[config.mk]
export PLATFORM = sky130hd
export DESIGN_NAME = audio_peak_follower_flat
export DESIGN_NICKNAME = d
export VERILOG_FILES = /design/src/rtl/audio_peak_follower_pkg.sv /design/src/rtl/audio_peak_follower_if.sv /design/src/rtl/audio_peak_channel.sv /design/src/rtl/audio_peak_follower.sv /design/src/flat_wrapper.sv
export SDC_FILE = /design/constraint.sdc
export NUM_CORES = 1
export LEC_CHECK = 0
export ABC_AREA = 1
export CAP_MARGIN = 20
export CELL_PAD_IN_SITES_DETAIL_PLACEMENT = 0
export CELL_PAD_IN_SITES_GLOBAL_PLACEMENT = 2
export CORE_MARGIN = 1.5
export CORE_UTILIZATION = 35
export DETAILED_ROUTE_END_ITERATION = 6
export PLACE_DENSITY = 0.88
export SYNTH_ARGS = -nofsm -noshare
export SYNTH_HDL_FRONTEND = slang
export SYNTH_SLANG_ARGS = --single-unit
export TNS_END_PERCENT = 10
[constraint.sdc]
create_clock -name iCLK -period 9.33 [get_ports iCLK]
set_input_delay 1.866 -clock iCLK [delete_from_list [all_inputs] [get_ports iCLK]]
set_output_delay 1.866 -clock iCLK [all_outputs]
set_load 0.005 [all_outputs]
[src/rtl/audio_peak_follower_pkg.sv]
// Shared types for the audio peak follower and the pixel shaders that read its levels.
// Magnitudes are 15-bit unsigned; the published peak word is 16 bits with bit 15 tied low.
package audio_peak_follower_pkg;

  localparam int MAG_W = 15;
  localparam int OUT_W = 16;

  typedef logic [15:0]      audio_t;
  typedef logic [OUT_W-1:0] peak_t;
  typedef logic [MAG_W-1:0] mag_t;

  localparam mag_t MAG_MAX = '1;

  // Strobe and frame pulses travel together so they stay aligned with stage-1 data.
  typedef struct packed {
    logic strobe;
    logic frame;
  } ctrl_t;

  // Width of a counter that must hold the value 'frames' (at least one bit).
  function automatic int hold_width(input int frames);
    return (frames < 1) ? 1 : $clog2(frames + 1);
  endfunction

endpackage

[src/rtl/audio_peak_follower_if.sv]
// Sample/frame input bundle and peak output bundle of the audio peak follower.
// The master side is the codec/timing source; the slave side is the follower itself.
interface audio_peak_follower_if #(
  parameter int SAMPLE_W = 16
);

  logic                iSTROBE;
  logic [SAMPLE_W-1:0] iL;
  logic [SAMPLE_W-1:0] iR;
  logic                iFRAME;
  logic [15:0]         oL;
  logic [15:0]         oR;
  logic                oUPDATE;

  modport master (
    output iSTROBE, iL, iR, iFRAME,
    input  oL, oR, oUPDATE
  );

  modport slave (
    input  iSTROBE, iL, iR, iFRAME,
    output oL, oR, oUPDATE
  );

endinterface

[src/rtl/audio_peak_channel.sv]
// One audio channel: registered abs/saturate, then peak accumulator with hold and decay.
// The output register only loads on a frame pulse so shaders never see a mid-frame change.
module audio_peak_channel
  import audio_peak_follower_pkg::*;
#(
  parameter int SAMPLE_W    = 16,
  parameter int DECAY_SHIFT = 4,
  parameter int HOLD_FRAMES = 8
) (
  input  logic                clk,
  input  logic                rst_n,
  input  logic [SAMPLE_W-1:0] sample,
  input  logic                strobe_dly,
  input  logic                frame_dly,
  output peak_t               peak
);

  localparam int EXT_W  = (SAMPLE_W + 1 > MAG_W) ? SAMPLE_W + 1 : MAG_W;
  localparam int HOLD_W = hold_width(HOLD_FRAMES);

  typedef logic [HOLD_W-1:0] hold_t;

  localparam hold_t HOLD_LOAD = hold_t'(HOLD_FRAMES);

  logic [SAMPLE_W:0] sample_ext;
  logic [SAMPLE_W:0] abs_val;
  logic [EXT_W-1:0]  abs_ext;

  mag_t  mag_d, mag_q;
  mag_t  acc_d, acc_q;
  mag_t  out_d, out_q;
  hold_t hold_d, hold_q;

  mag_t  decay_step;
  mag_t  acc_decayed;
  hold_t hold_decayed;
  mag_t  frame_peak;
  logic  is_new;

  // One extra bit so the magnitude of the most negative sample is representable.
  always_comb begin
    sample_ext = {sample[SAMPLE_W-1], sample};
    abs_val    = sample_ext[SAMPLE_W] ? (~sample_ext + (SAMPLE_W + 1)'(1)) : sample_ext;
    abs_ext    = EXT_W'(abs_val);
    mag_d      = (abs_ext > EXT_W'(MAG_MAX)) ? MAG_MAX : abs_ext[MAG_W-1:0];
  end

  always_comb begin
    // NOTE: every variable gets a default before any branch, so no path can infer a latch.
    acc_d  = acc_q;
    hold_d = hold_q;
    out_d  = out_q;

    is_new     = strobe_dly && (mag_q > acc_q);
    frame_peak = is_new ? mag_q : acc_q;

    decay_step = acc_q >> DECAY_SHIFT;
    if (decay_step == '0) begin
      decay_step = (acc_q != '0) ? mag_t'(1) : '0;
    end

    if (hold_q != '0) begin
      hold_decayed = hold_q - hold_t'(1);
      acc_decayed  = acc_q;
    end else begin
      hold_decayed = '0;
      acc_decayed  = acc_q - decay_step;
    end

    if (frame_dly) begin
      out_d  = frame_peak;
      acc_d  = (strobe_dly && (mag_q > acc_decayed)) ? mag_q : acc_decayed;
      hold_d = is_new ? HOLD_LOAD : hold_decayed;
    end else if (is_new) begin
      acc_d  = mag_q;
      hold_d = HOLD_LOAD;
    end
  end

  always_ff @(posedge clk) begin
    // NOTE: non-blocking assignments so every flop samples pre-edge values regardless of order.
    if (!rst_n) begin
      mag_q  <= '0;
      acc_q  <= '0;
      hold_q <= '0;
      out_q  <= '0;
    end else begin
      mag_q  <= mag_d;
      acc_q  <= acc_d;
      hold_q <= hold_d;
      out_q  <= out_d;
    end
  end

  assign peak = {1'b0, out_q};

endmodule

[src/rtl/audio_peak_follower.sv]
// Stereo peak follower: delays strobe/frame alongside the per-channel magnitude stage
// and publishes both peaks with a one-cycle update pulse two clocks after frame start.
module audio_peak_follower
  import audio_peak_follower_pkg::*;
#(
  parameter int SAMPLE_W    = 16,
  parameter int DECAY_SHIFT = 4,
  parameter int HOLD_FRAMES = 8
) (
  input  logic                  iCLK,
  input  logic                  iRST_N,
  audio_peak_follower_if.slave  bus
);

  ctrl_t ctrl_d, ctrl_q;
  logic  update_d, update_q;
  peak_t peak_l, peak_r;

  always_comb begin
    ctrl_d.strobe = bus.iSTROBE;
    ctrl_d.frame  = bus.iFRAME;
    update_d      = ctrl_q.frame;
  end

  always_ff @(posedge iCLK) begin
    if (!iRST_N) begin
      ctrl_q   <= '0;
      update_q <= 1'b0;
    end else begin
      ctrl_q   <= ctrl_d;
      update_q <= update_d;
    end
  end

  audio_peak_channel #(
    .SAMPLE_W    (SAMPLE_W),
    .DECAY_SHIFT (DECAY_SHIFT),
    .HOLD_FRAMES (HOLD_FRAMES)
  ) u_left (
    .clk        (iCLK),
    .rst_n      (iRST_N),
    .sample     (bus.iL),
    .strobe_dly (ctrl_q.strobe),
    .frame_dly  (ctrl_q.frame),
    .peak       (peak_l)
  );

  audio_peak_channel #(
    .SAMPLE_W    (SAMPLE_W),
    .DECAY_SHIFT (DECAY_SHIFT),
    .HOLD_FRAMES (HOLD_FRAMES)
  ) u_right (
    .clk        (iCLK),
    .rst_n      (iRST_N),
    .sample     (bus.iR),
    .strobe_dly (ctrl_q.strobe),
    .frame_dly  (ctrl_q.frame),
    .peak       (peak_r)
  );

  assign bus.oL      = peak_l;
  assign bus.oR      = peak_r;
  assign bus.oUPDATE = update_q;

endmodule

[src/flat_wrapper.sv]
// flat-port wrapper written by rule: the top's interface ports become plain ports
module audio_peak_follower_flat import audio_peak_follower_pkg::*;
#(
  parameter int SAMPLE_W    = 16,
  parameter int DECAY_SHIFT = 4,
  parameter int HOLD_FRAMES = 8
)
  (iCLK, iRST_N, bus_iSTROBE, bus_iL, bus_iR, bus_iFRAME, bus_oL, bus_oR, bus_oUPDATE);
  audio_peak_follower_if #(.SAMPLE_W(SAMPLE_W)) bus_i ();
  input  logic iCLK;
  input  logic iRST_N;
  input wire logic [$bits(bus_i.iSTROBE)-1:0] bus_iSTROBE;
  input wire logic [$bits(bus_i.iL)-1:0] bus_iL;
  input wire logic [$bits(bus_i.iR)-1:0] bus_iR;
  input wire logic [$bits(bus_i.iFRAME)-1:0] bus_iFRAME;
  output wire logic [$bits(bus_i.oL)-1:0] bus_oL;
  output wire logic [$bits(bus_i.oR)-1:0] bus_oR;
  output wire logic [$bits(bus_i.oUPDATE)-1:0] bus_oUPDATE;
  assign bus_i.iSTROBE = bus_iSTROBE;
  assign bus_i.iL = bus_iL;
  assign bus_i.iR = bus_iR;
  assign bus_i.iFRAME = bus_iFRAME;
  assign bus_oL = bus_i.oL;
  assign bus_oR = bus_i.oR;
  assign bus_oUPDATE = bus_i.oUPDATE;
  audio_peak_follower #(.SAMPLE_W(SAMPLE_W), .DECAY_SHIFT(DECAY_SHIFT), .HOLD_FRAMES(HOLD_FRAMES)) u_core (.iCLK(iCLK), .iRST_N(iRST_N), .bus(bus_i));
endmodule
; ---- Word-level counts from Yosys, hierarchy flattened
; Index checks and enable logic that the tools add are counted.
[totals]
output_inout_bits = 33
mem_bits_ro = 0
wordCells = 61
n_memories = 0
ramBits = 0
latch_bits = 0
register_bits = 101
inputBits = 36
[classes]
shift = 0
addsub = 6
mul = 0
mux = 24
div_mod_pow = 0
order_cmp = 6
n_reduce_logical = 12
bitwise_logic = 2
eq_ne = 0
[op_table]
columns = operator, count
row1 = $mux W15, 10
row2 = $gt A15 B15 Y1, 4
row3 = $add A17 B1 Y17 const B, 2
row4 = $gt A17 B15 Y1 const B, 2
row5 = $mux W17, 2
row6 = $not A17 Y17, 2
row7 = $mux W4, 8
row8 = $logic_not A15 Y1, 2
row9 = $reduce_bool A15 Y1, 2
row10 = $sub A15 B15 Y15, 2
row11 = $mux W11, 2
row12 = $reduce_bool A4 Y1, 2
row13 = $sub A4 B1 Y4 const B, 2
row14 = $logic_and A1 B1 Y1, 4
row15 = $reduce_bool A2 Y1, 2
row16 = $mux W1, 2

; ---- Logic depth before layout (Yosys ltp)
; Gate-level depths: netlist of the first run.
[logic_depth]
depth_word = 9
depth_mapped = 28
ltp_nobuf = 27

; ---- By module
; From an unflattened synthesis of the first run, not the netlist that was laid out.
[unflattened]
cells_unflattened = 1239
area_unflattened_um2 = 8215.4
[modules_own_cells]
columns = mod, cells_each, seq_area_each_um2, area_each_um2, n_inst
row1 = audio_peak_channel at u_core.u_left, 627, 980.9, 4093.9, 1
row2 = audio_peak_channel at u_core.u_right, 603, 980.9, 4038.9, 1
row3 = audio_peak_follower, 9, 60.1, 82.6, 1

; ---- Worst setup path after synthesis of the first run
; OpenSTA, ideal clock, no wires.
[synth_timing]
kind = reg-to-reg
start = register u_core.u_right.acc_q[11]
end = register u_core.u_right.acc_q[10]
n_path_buf = 1
path_stages_with_launch = 25
required_ns = 9.213
period_less_slack_ns = 3.456
t_arrival_ns = 3.339
setup_slack_ns = 5.874
path_cell_list = dfxtp_1 -> nor2_1 -> nand3_1 -> o41ai_1 -> ha_1 -> inv_1 -> fa_1 -> a31o_2 -> xor2_1 -> o21ai_0 -> ha_1 -> a21oi_1 -> nand3b_1 -> nand3_1 -> nand3_1 -> nand3b_1 -> nand3_1 -> nand2_1 -> nand2_1 -> nand2_2 -> buf_6 -> nand3_1 -> nand2_1 -> nor2_1 -> nor2_1
[synth_via]
elab_chain_len = 9
word_cells_on_any_way = 13
classes_between = add/sub (1) / order compare (2) / mux (6) / reduce/logical (4)
[synth_lines]
columns = item, line_no
row1 = "start, declared", audio_peak_channel.sv:30  ; mag_t acc_d, acc_q;
row2 = "start signal, assigned", audio_peak_channel.sv:84  ; acc_q <= '0;
row3 = "start signal, assigned", audio_peak_channel.sv:89  ; acc_q <= acc_d;
row4 = $reduce_bool A15 Y1, audio_peak_channel.sv:59  ; decay_step = (acc_q != '0) ? mag_t'(1) : '0;
row5 = $mux W1, audio_peak_channel.sv:59
row6 = $mux W11, audio_peak_channel.sv:58  ; if (decay_step == '0) begin
row7 = $sub A15 B15 Y15, audio_peak_channel.sv:67  ; acc_decayed = acc_q - decay_step;
row8 = $mux W15, audio_peak_channel.sv:62  ; if (hold_q != '0) begin
row9 = $gt A15 B15 Y1, audio_peak_channel.sv:72  ; acc_d = (strobe_dly && (mag_q > acc_decayed)) ? mag_q : acc_decayed;
row10 = $logic_and A1 B1 Y1, audio_peak_channel.sv:72
row11 = $mux W15, audio_peak_channel.sv:72
row12 = $mux W15 (*), audio_peak_channel.sv:70  ; if (frame_dly) begin
; Every way passes the cells marked *; elsewhere a longest branch is shown, timed or not.
; A chain may end at the register's enable or synchronous reset.

; ---- Worst setup path after layout of the first run
[layout_timing]
start = register u_core.u_right.acc_q[11]
end = register u_core.u_right.acc_q[13]
; Same word-level chain as after synthesis.

==> results, run 1 <==
- The run finished with clean final reports.
- Sorting the synthesized cells by area gives the leading types as sky130_fd_sc_hd__dfxtp_1 (25%), sky130_fd_sc_hd__ha_1 (14%), sky130_fd_sc_hd__nand2_1 (11%), sky130_fd_sc_hd__nor2_1 (8.1%), sky130_fd_sc_hd__o21ai_0 (7.9%).
- Setup violations remaining at the end of the flow were counted as 0.
- In this run, synthesis produced a sequential element count of 101.
- The number of standard cells after synthesis is 1222.
- The number of enable-type register cells in the synthesized netlist is 0.
- The total number of placement rows is 54.
- The async set-reset flop share out of synthesis is 0%.
- The kind of launch point of the worst setup path is a flip-flop.
- The worst hold slack is 0.4775 ns.
- The core box area is 22030 um^2.
- After detailed routing, the number of remaining DRC violations is 0.
- The number of cells on the critical path is 22.
- The CTS buffer count is 9.
- Walking the worst path, the cells encountered are nor2_1 > nand3_1 > o41ai_1 > ha_1 > inv_1 > fa_1 > a21oi_1 > nor2_1 > nor2_1 > xnor2_1 > o21ai_0 > ha_1 > nand3_1 > nor3_1 > nand3_1 > nor2_1 > nor2_2 > buf_4 > nand3_1 > nand2_1 > nor2_1 > nor2_1.
- The type of the worst min-delay path is reg2reg.
- The number of buffers and inverters on the critical path is 2.
- For this configuration, the core starts out at a cell density of 36.08%.
- The Yosys step of the flow raised 0 warnings.
- The first-iteration detailed-routing DRC count is 553.
- The first-pass GRT wire length is 39.70 mm.
- The portion of the clock cycle consumed by the worst path in the final layout is 47.43%.
- The die width is 153.7 um.
- Measured on the finished design, the core utilization comes to 40.97%.
- The number of primary I/O pins is 69.
- STA puts the critical path data arrival time at 4.67 ns.
- The layout overhead on the synthesized area is 13.54%.
- In this run, distinct cell masters in the synthesized netlist total 47.
- The count of buffers added by post-CTS timing repair for setup is 0.
- The clock root buffer is sky130_fd_sc_hd__clkbuf_16.
- The data required time at the worst endpoint is 9.57 ns.
- For this run, the total global-route usage over all layers was measured as 21.02%.
- Setup slack on the worst reg-to-reg path comes out at 4.90 ns.
- The number of antenna violations at the first check in global routing is 0.
- The top cell type by total area after synthesis is sky130_fd_sc_hd__dfxtp_1.
- The slew at the pin with the worst max-slew slack is 1.079 ns.
- The final max-slew violation count is 0.
- The most frequent standard cell in the layout excluding fill and tap cells is sky130_fd_sc_hd__nand2_1.
- The die outline area is 23620 um^2.
- The clock tree from TritonCTS is yes.
- For met3 alone, demand over resource in global routing was 2.142%.
- The fraction of final layout cells with drive strength greater than 1 is 3.730%.
- The count of buffers added on input and output ports is 66.
- Summing all multi-input logic gate instances after layout gives 5044 um^2.
- IR analysis of the VDD net gives a maximum drop of 0.08138 mV.
- The destination of the worst register-to-register timing path is u_core.u_right.acc_q[13].
- For this run, the slowest stage of the critical path takes 0.46 ns.
- In this run the static leakage power is 4.297 nW.
- After global routing the overflow that remains totals 0.
- For the finished layout, the period the worst path requires is 4.425 ns.
- From bottom edge to top edge, the die measures 153.7 um.
- The via count of the first global-routing pass was 7291.
- Based on the critical path, the design can be clocked at up to 0.2260 GHz.
- The final weighted congestion in routability-driven placement is 0.8852.
- The routed wire length is 24.07 mm.
- The number of iterations in the first detailed-routing pass is 5.
- Measured in cells, the most critical reg-to-reg path has a length of 22.
- In this run the tightest slew margin relative to its limit is 28.09%.
- Total power for the finished layout comes to 0.001758 W.
- Summing every instance area after synthesis gives 7948 um^2.
- Sequential cells were found to cover 25.44% of the synthesized design area.
- In this run the number of H-tree levels came out at 3.
- The number of max-cap violations is 0.
- The sum of negative setup slack is 0 ns.
- 0 antenna diodes ended up in the layout.
- Setup repair after global routing left no endpoint under its margin.
- The largest net degree at the start of global routing is 98.
- The dominant cell type by count on the critical path is sky130_fd_sc_hd__nor2_1.
- For the final database, setup skew stands at 0.01440 ns.
- Once the clock tree was built, the resizer swapped 0 gates to a different size.
- After synthesis, the largest area contributor takes up 25.44% of total cell area.
- After detailed routing, the average wire length per cell comes to 15.63 um.
- The sequential cells in the finished layout cover a total of 2026 um^2.
- The routed layout has 7710 vias.
- In the global route stage, met1 resource usage came out at 31.37%.
- The slowest cell on the critical path is sky130_fd_sc_hd__fa_1.
- The capturing element type of the critical path is a flip-flop.
- The count of endpoints failing hold in the final timing report is 0.
- The critical path in this run is classified as reg2reg.
- In this design, the largest share of critical-path delay is due to simple AND/OR/NAND/NOR gates.
- Clock latency on the worst-skew pair, taken at its later pin, is 0.36 ns.
- The most used routing layer in global routing is met2.
- The most used flip-flop cell after synthesis is sky130_fd_sc_hd__dfxtp_1.
- In this run the critical register-to-register path is launched from u_core.u_right.acc_q[11].
- In this run the power density over the cells is 194.8 nW/um^2.
- The HPWL after detailed placement is 18.16 mm.
- For this run, the post-layout net count is 1380.
- The total clock sinks is 101.
- The biggest fanout along the worst timing path is 30.
- Counting the fill cells in the layout gives 2377.
- In this run the deepest clock path goes through 2 buffers.
- The average footprint of a synthesized cell is 6.504 um^2.
- For this design, the CTS-stage hold fixing added 0 buffers.
- The critical path ends at u_core.u_right.acc_q[13].
- The via-per-instance ratio is 5.006.
- Once detail routing completed, the nets flagged for antenna violations numbered 0.
- The clock-pin slew reported for the worst setup and hold paths after clock tree synthesis is 0.07 ns.
- Global routing consumed, on the met2 layer, 32.75% of the routing resources.
- The library cells used most frequently in the layout, excluding fill and tap cells, are sky130_fd_sc_hd__nand2_1 (227), sky130_fd_sc_hd__nor2_1 (172), sky130_fd_sc_hd__inv_1 (164).
- The startpoint of the worst setup timing path is u_core.u_right.acc_q[11].
layer usage:
layer | share of wire [%] | vias to the layer above | routed length [um]
met5 | 0 | - | 0
met4 | 0.89 | 0 | 213
met3 | 3.8 | 14 | 919
met2 | 42 | 145 | 10190
met1 | 53 | 3512 | 12740
li1 | - | 4039 | -
where the power goes:
group / switching [W] / internal [W] / leakage (nW)
logic: 0.000541 / 0.000317 / 3.32
registers: 0.0000535 / 0.000469 / 0.835
clock network: 0.000192 / 0.000185 / 0.141
total: 0.000787 / 0.000971 / 4.30
synthesized netlist by cell type, types with 10 or more instances:
library cell,instances
sky130_fd_sc_hd__a31oi_1,10
sky130_fd_sc_hd__nand3_1,60
sky130_fd_sc_hd__nand4_1,15
sky130_fd_sc_hd__clkbuf_1,31
sky130_fd_sc_hd__a21oi_1,85
sky130_fd_sc_hd__xor2_1,24
sky130_fd_sc_hd__ha_1,87
sky130_fd_sc_hd__dfxtp_1,101
sky130_fd_sc_hd__nor2_1,172
sky130_fd_sc_hd__nor3_1,21
sky130_fd_sc_hd__o21ai_0,125
sky130_fd_sc_hd__xnor2_1,16
sky130_fd_sc_hd__inv_1,164
sky130_fd_sc_hd__nand2_1,227
flip-flops by register name, indices dropped and copies added (netlist names):
signal                 cells
u_core.u_right.hold_q      4
u_core.u_right.out_q      15
u_core.u_right.mag_q      15
u_core.bus.oUPDATE         1
u_core.u_left.out_q       15
u_core.update_d            1
u_core.u_right.acc_q      15
u_core.u_left.acc_q       15
u_core.u_left.mag_q       15
u_core.ctrl_q              1
u_core.u_left.hold_q       4
worst min path at each step:
stage	startpoint	end	slack, ns	cells past startpoint
3_3_place_gp	u_core.u_left.hold_q[0]	u_core.u_left.hold_q[0]	0.46	1
4_1_cts	u_core.u_left.hold_q[0]	u_core.u_left.hold_q[0]	0.48	1
6_report	u_core.u_left.hold_q[0]	u_core.u_left.hold_q[0]	0.48	1
3_5_place_dp	u_core.u_left.hold_q[0]	u_core.u_left.hold_q[0]	0.47	1
2_1_floorplan	u_core.u_left.hold_q[0]	u_core.u_left.hold_q[0]	0.44	1
5_1_grt	u_core.u_left.hold_q[0]	u_core.u_left.hold_q[0]	0.51	1
worst register-to-register path, stage by stage, from the launching register on:
cell,delay (ns)
sky130_fd_sc_hd__dfxtp_1,0.36
sky130_fd_sc_hd__nor2_1,0.20
sky130_fd_sc_hd__nand3_1,0.13
sky130_fd_sc_hd__o41ai_1,0.40
sky130_fd_sc_hd__ha_1,0.21
sky130_fd_sc_hd__inv_1,0.06
sky130_fd_sc_hd__fa_1,0.46
sky130_fd_sc_hd__a21oi_1,0.25
sky130_fd_sc_hd__nor2_1,0.07
sky130_fd_sc_hd__nor2_1,0.11
sky130_fd_sc_hd__xnor2_1,0.13
sky130_fd_sc_hd__o21ai_0,0.17
sky130_fd_sc_hd__ha_1,0.42
sky130_fd_sc_hd__nand3_1,0.09
sky130_fd_sc_hd__nor3_1,0.36
sky130_fd_sc_hd__nand3_1,0.13
sky130_fd_sc_hd__nor2_1,0.13
sky130_fd_sc_hd__nor2_2,0.04
sky130_fd_sc_hd__buf_4,0.25
sky130_fd_sc_hd__nand3_1,0.12
sky130_fd_sc_hd__nand2_1,0.06
sky130_fd_sc_hd__nor2_1,0.13
sky130_fd_sc_hd__nor2_1,0.05
final cells by class:
type,instances,share of cell area [%]
Clock buffer,9,2.496
Inverter,167,6.947
Sequential cell,101,22.45
Timing Repair Buffer,71,7.737
Tap cell,280,3.882
Clock inverter,7,0.5962
Multi-Input combinational cell,905,55.89
cells by family after synthesis:
kind of cell,synth area share (%)
xor+xnor,4.408
flops,25.44
compound gates,16.25
fa+ha+maj,14.20
buf+inv,11.15
simple gates,28.51
other cells,0.04718
metrics by stage:
| stage | instance area [um^2] | instances | setup WS, ns |
|---|---|---|---|
| 6_report | 9024 | 1540 | 4.905 |
| 4_1_cts | 9024 | 1540 | 4.962 |
| 5_1_grt | 9024 | 1540 | 4.545 |
| 3_3_place_gp | 8745 | 1524 | 5.005 |
| 3_5_place_dp | 8745 | 1524 | 4.992 |
| 2_1_floorplan | 7951 | 1223 | 5.874 |
Power figures use the tool's default switching activity.
==> run 2, diff against run 1 <==
--- a/config.mk
+++ b/config.mk
@@ -10,9 +10,9 @@
 export CELL_PAD_IN_SITES_DETAIL_PLACEMENT = 0
 export CELL_PAD_IN_SITES_GLOBAL_PLACEMENT = 2
 export CORE_MARGIN = 1.5
-export CORE_UTILIZATION = 35
+export CORE_UTILIZATION = 33
 export DETAILED_ROUTE_END_ITERATION = 6
-export PLACE_DENSITY = 0.88
+export PLACE_DENSITY = 0.84
 export SYNTH_ARGS = -nofsm -noshare
 export SYNTH_HDL_FRONTEND = slang
 export SYNTH_SLANG_ARGS = --single-unit
==> constraint.sdc (replaced) <==
create_clock -name iCLK -period 4.3 [get_ports iCLK]
set_input_delay 0.86 -clock iCLK [delete_from_list [all_inputs] [get_ports iCLK]]
set_output_delay 0.86 -clock iCLK [all_outputs]
set_load 0.005 [all_outputs]
==> run 2 against run 1 <==
  * Clock skew increased by 0.0012 ns
  * Design area grew 4.1%
  * Die area increased by 5.9%
  * Global-route usage fell by 0.13 points
==> results, run 2 (synthesis results as in run 1) <==
- The pre-CTS setup slack is 0.1530 ns (-4.839 ns).
- The worst-skew pair later-pin latency was 0.36 ns (about the same).
- The cell area power density was 427.9 nW/um^2 (+120%).
- The first-pass GRT wire length is 40.01 mm (+0.80%).
- The final critical path time including I/O delays and setup is 3.961 ns (-0.4647 ns).
- The die outline area is 25020 um^2 (+5.9%).
- The core box area is 23540 um^2 (+6.9%).
- The clock root buffer is sky130_fd_sc_hd__clkbuf_16.
- The worst hold path belongs to the class reg2reg.
- The critical setup path kind is reg2reg.
- The via-per-instance ratio came to 4.839 (-3.4%).
- The normalized max-slew margin came to 29.91% (+1.8 points).
- The largest net degree at the start of global routing was 97 (-1.0%).
- The multi-input combinational cell area came to 5074 um^2 (+0.60%).
- The number of buffers and inverters on the critical path is 4 (+2).
- The CTS buffer count is 9 (unchanged).
- Setup repair after global routing left no endpoint under its margin.
- The count of fill cells added during filler insertion is 2615 (+10%).
- The routed wire length came to 25.21 mm (+4.7%).
- The library cell used most frequently in the layout, excluding fill and tap cells, is sky130_fd_sc_hd__nand2_1.
- In this design, the largest share of critical-path delay is due to simple AND/OR/NAND/NOR gates.
- The biggest fanout along the worst timing path is 30 (unchanged).
- The fmax was 0.2525 GHz (+12%).
- The total power consumption of the routed design was 0.004018 W (+130%).
- The final setup violation count is 0 (unchanged).
- The cell-internal power is 0.002283 W (+140%).
- The die width is 158.2 um (+2.9%).
- The reported leakage power is 4.476 nW (+4.2%).
- The number of remaining DRC errors is 0 (unchanged).
- The remaining antenna violation count after routing is 0 (unchanged).
- The number of primary I/O pins is 69 (unchanged).
- The critical path data arrival time is 4.24 ns (-0.43 ns).
- The via count of the routed design came to 7790 (+1.0%).
- The run finished with clean final reports.
- The data required time at the worst endpoint was 4.58 ns (-4.99 ns).
- The total grt overflow came to 0 (unchanged).
- The worst ir drop on vdd is 0.1840 mV (+130%).
- The worst setup path is captured at a flip-flop.
- The slew at the pin with the worst max-slew slack was 1.051 ns (-0.02719 ns).
- The number of H-tree levels is 3 (unchanged).
- The final weighted congestion in routability-driven placement was 0.8852 (unchanged).
- The count of endpoints failing hold in the final timing report is 0 (unchanged).
- The sum of negative setup slack came to 0 ns (unchanged).
- The net switching power is 0.001736 W (+120%).
- The post-layout net count is 1411 (+2.2%).
- The count of instances resized after the clock tree is built is 0 (unchanged).
- The final max-slew violation count was 0 (unchanged).
- The number of iterations in the first detailed-routing pass is 5 (unchanged).
- The total clock sinks was 101 (unchanged).
- The number of buffers inserted for hold repair after clock tree synthesis is 0 (unchanged).
- The layout overhead on the synthesized area is 18.17%.
- The worst clock skew on the final layout came to 0.01557 ns (+0.001166 ns).
- The clock power share is 21.7% (+0.2 points).
- The number of max-cap violations is 0 (unchanged).
- The part of the power in registers is 27.6% (-2.1 points).
- The final standard cell count with taps included and fillers excluded is 1610 (+4.5%).
- The fraction of final layout cells with drive strength greater than 1 is 6.352% (+2.6 points).
- The combinational power share is 50.7% (+1.9 points).
- The effective utilization at floorplan was 33.76% (-2.3 points).
- The chip height was 158.2 um (+2.9%).
- The portion of the clock cycle consumed by the worst path in the final layout came to 92.11% (+45 points).
- Among all stages on the critical path, the largest delay is contributed by sky130_fd_sc_hd__fa_1.
- The number of antenna violations at the first check in global routing is 1 (+1).
- The proportion of total power due to net switching came to 43.19% (-1.6 points).
- In the layout the commonest cells are sky130_fd_sc_hd__nand2_1 (227), sky130_fd_sc_hd__nor2_1 (170), sky130_fd_sc_hd__inv_1 (164).
- The cell count after placement is 1594 (+4.6%).
- The total number of placement rows is 56 (+3.7%).
- The maximum buffer depth of the clock tree is 2 (unchanged).
- The worst path setup slack after routing came to 0.3393 ns (-4.565 ns).
- The first-iteration detailed-routing DRC count is 479 (-13%).
- The clock-pin slew reported for the worst setup and hold paths after clock tree synthesis is 0.08 ns (about the same).
- The kind of launch point of the worst setup path is a flip-flop.
- TritonCTS built the clock tree.
- The sequential cell area was 2026 um^2 (unchanged).
- The count of buffers added by post-CTS timing repair for setup was 0 (unchanged).
- The HPWL after detailed placement is 19.19 mm (+5.6%).
- The number of I/O port buffers is 66 (unchanged).
- The number of diodes was 0 (unchanged).
- The overall global routing resource usage came to 20.89% (-0.13 points).
- The largest incremental delay on the critical path is 0.45 ns (about the same).
- The reg-to-reg setup timing slack is 0.34 ns (-4.57 ns).
- The average detailed-routed wire length per instance is 15.66 um (+0.18%).
- The via count of the first global-routing pass was 7353 (+0.85%).
run 2: changes by cell type in the layout (fill, tap and decap cells not counted), sizes merged:
cell / change
buf: +32
clkinv: -1
inv: -3
clkbuf: +3
bufinv: +1
clkdlybuf4s50: -1
run 2: layout make-up:
type                            count  share of cell area, %
Clock inverter                      4                 0.5995
Clock buffer                       12                  2.625
Inverter                          167                  6.675
Tap cell                          319                  4.250
Sequential cell                   101                  21.57
Timing Repair Buffer              102                  10.26
Multi-Input combinational cell    905                  54.02
run 2: final timing paths:
kind,from,to,cells past startpoint
max,u_core.u_right.acc_q[13],u_core.u_right.acc_q[6],25
min,u_core.u_left.hold_q[0],u_core.u_left.hold_q[0],1
max reg2reg,u_core.u_right.acc_q[13],u_core.u_right.acc_q[6],25
min reg2reg,u_core.u_left.hold_q[0],u_core.u_left.hold_q[0],1
run 2: routing by layer:
metal  global-route usage (%)  share of wire, %  up-vias
met5                        0                 0        -
met4                    4.851               1.2        0
met3                    2.272               3.2       19
met2                    33.00                43      136
met1                    30.20                52     3521
li1                         -                 -     4114
run 2: per-stage QoR:
stage | hold slack, ns | instance area [um^2] | utilization [%]
6_report | 0.4722 | 9392 | 39.89
5_1_grt | 0.5101 | 9392 | 39.89
4_1_cts | 0.4746 | 9361 | 39.76
3_5_place_dp | 0.4592 | 9059 | 38.48
3_3_place_gp | 0.4571 | 9059 | 38.48
2_1_floorplan | 0.4393 | 7951 | -
run 2: worst register-to-register path, cell delays in order, from the launching register on:
cell	delay (ns)
sky130_fd_sc_hd__dfxtp_1	0.35
sky130_fd_sc_hd__inv_1	0.09
sky130_fd_sc_hd__nand3_1	0.15
sky130_fd_sc_hd__o41ai_2	0.37
sky130_fd_sc_hd__ha_1	0.20
sky130_fd_sc_hd__inv_1	0.06
sky130_fd_sc_hd__fa_1	0.45
sky130_fd_sc_hd__nand3_1	0.17
sky130_fd_sc_hd__nand3_1	0.11
sky130_fd_sc_hd__nand2_1	0.08
sky130_fd_sc_hd__nand2_1	0.08
sky130_fd_sc_hd__nor3_1	0.19
sky130_fd_sc_hd__xor2_1	0.24
sky130_fd_sc_hd__ha_1	0.28
sky130_fd_sc_hd__nand2_1	0.09
sky130_fd_sc_hd__nor2_1	0.04
sky130_fd_sc_hd__nand2_1	0.07
sky130_fd_sc_hd__inv_1	0.07
sky130_fd_sc_hd__nand3_1	0.08
sky130_fd_sc_hd__nor2_1	0.05
sky130_fd_sc_hd__nor2_2	0.12
sky130_fd_sc_hd__buf_12	0.20
sky130_fd_sc_hd__nand3_1	0.10
sky130_fd_sc_hd__nand2_1	0.07
sky130_fd_sc_hd__nor2_1	0.05
sky130_fd_sc_hd__nor2_1	0.13
run 2: power by group through the flow:
stage	combinational, W	sequential (W)	clock (W)
after global routing	0.00230	0.00112	0.000927
after floorplan	0.00144	0.00110	0
after detailed placement	0.00200	0.00113	0
final	0.00204	0.00111	0.000872
after CTS	0.00201	0.00110	0.000895
after global placement	0.00201	0.00113	0
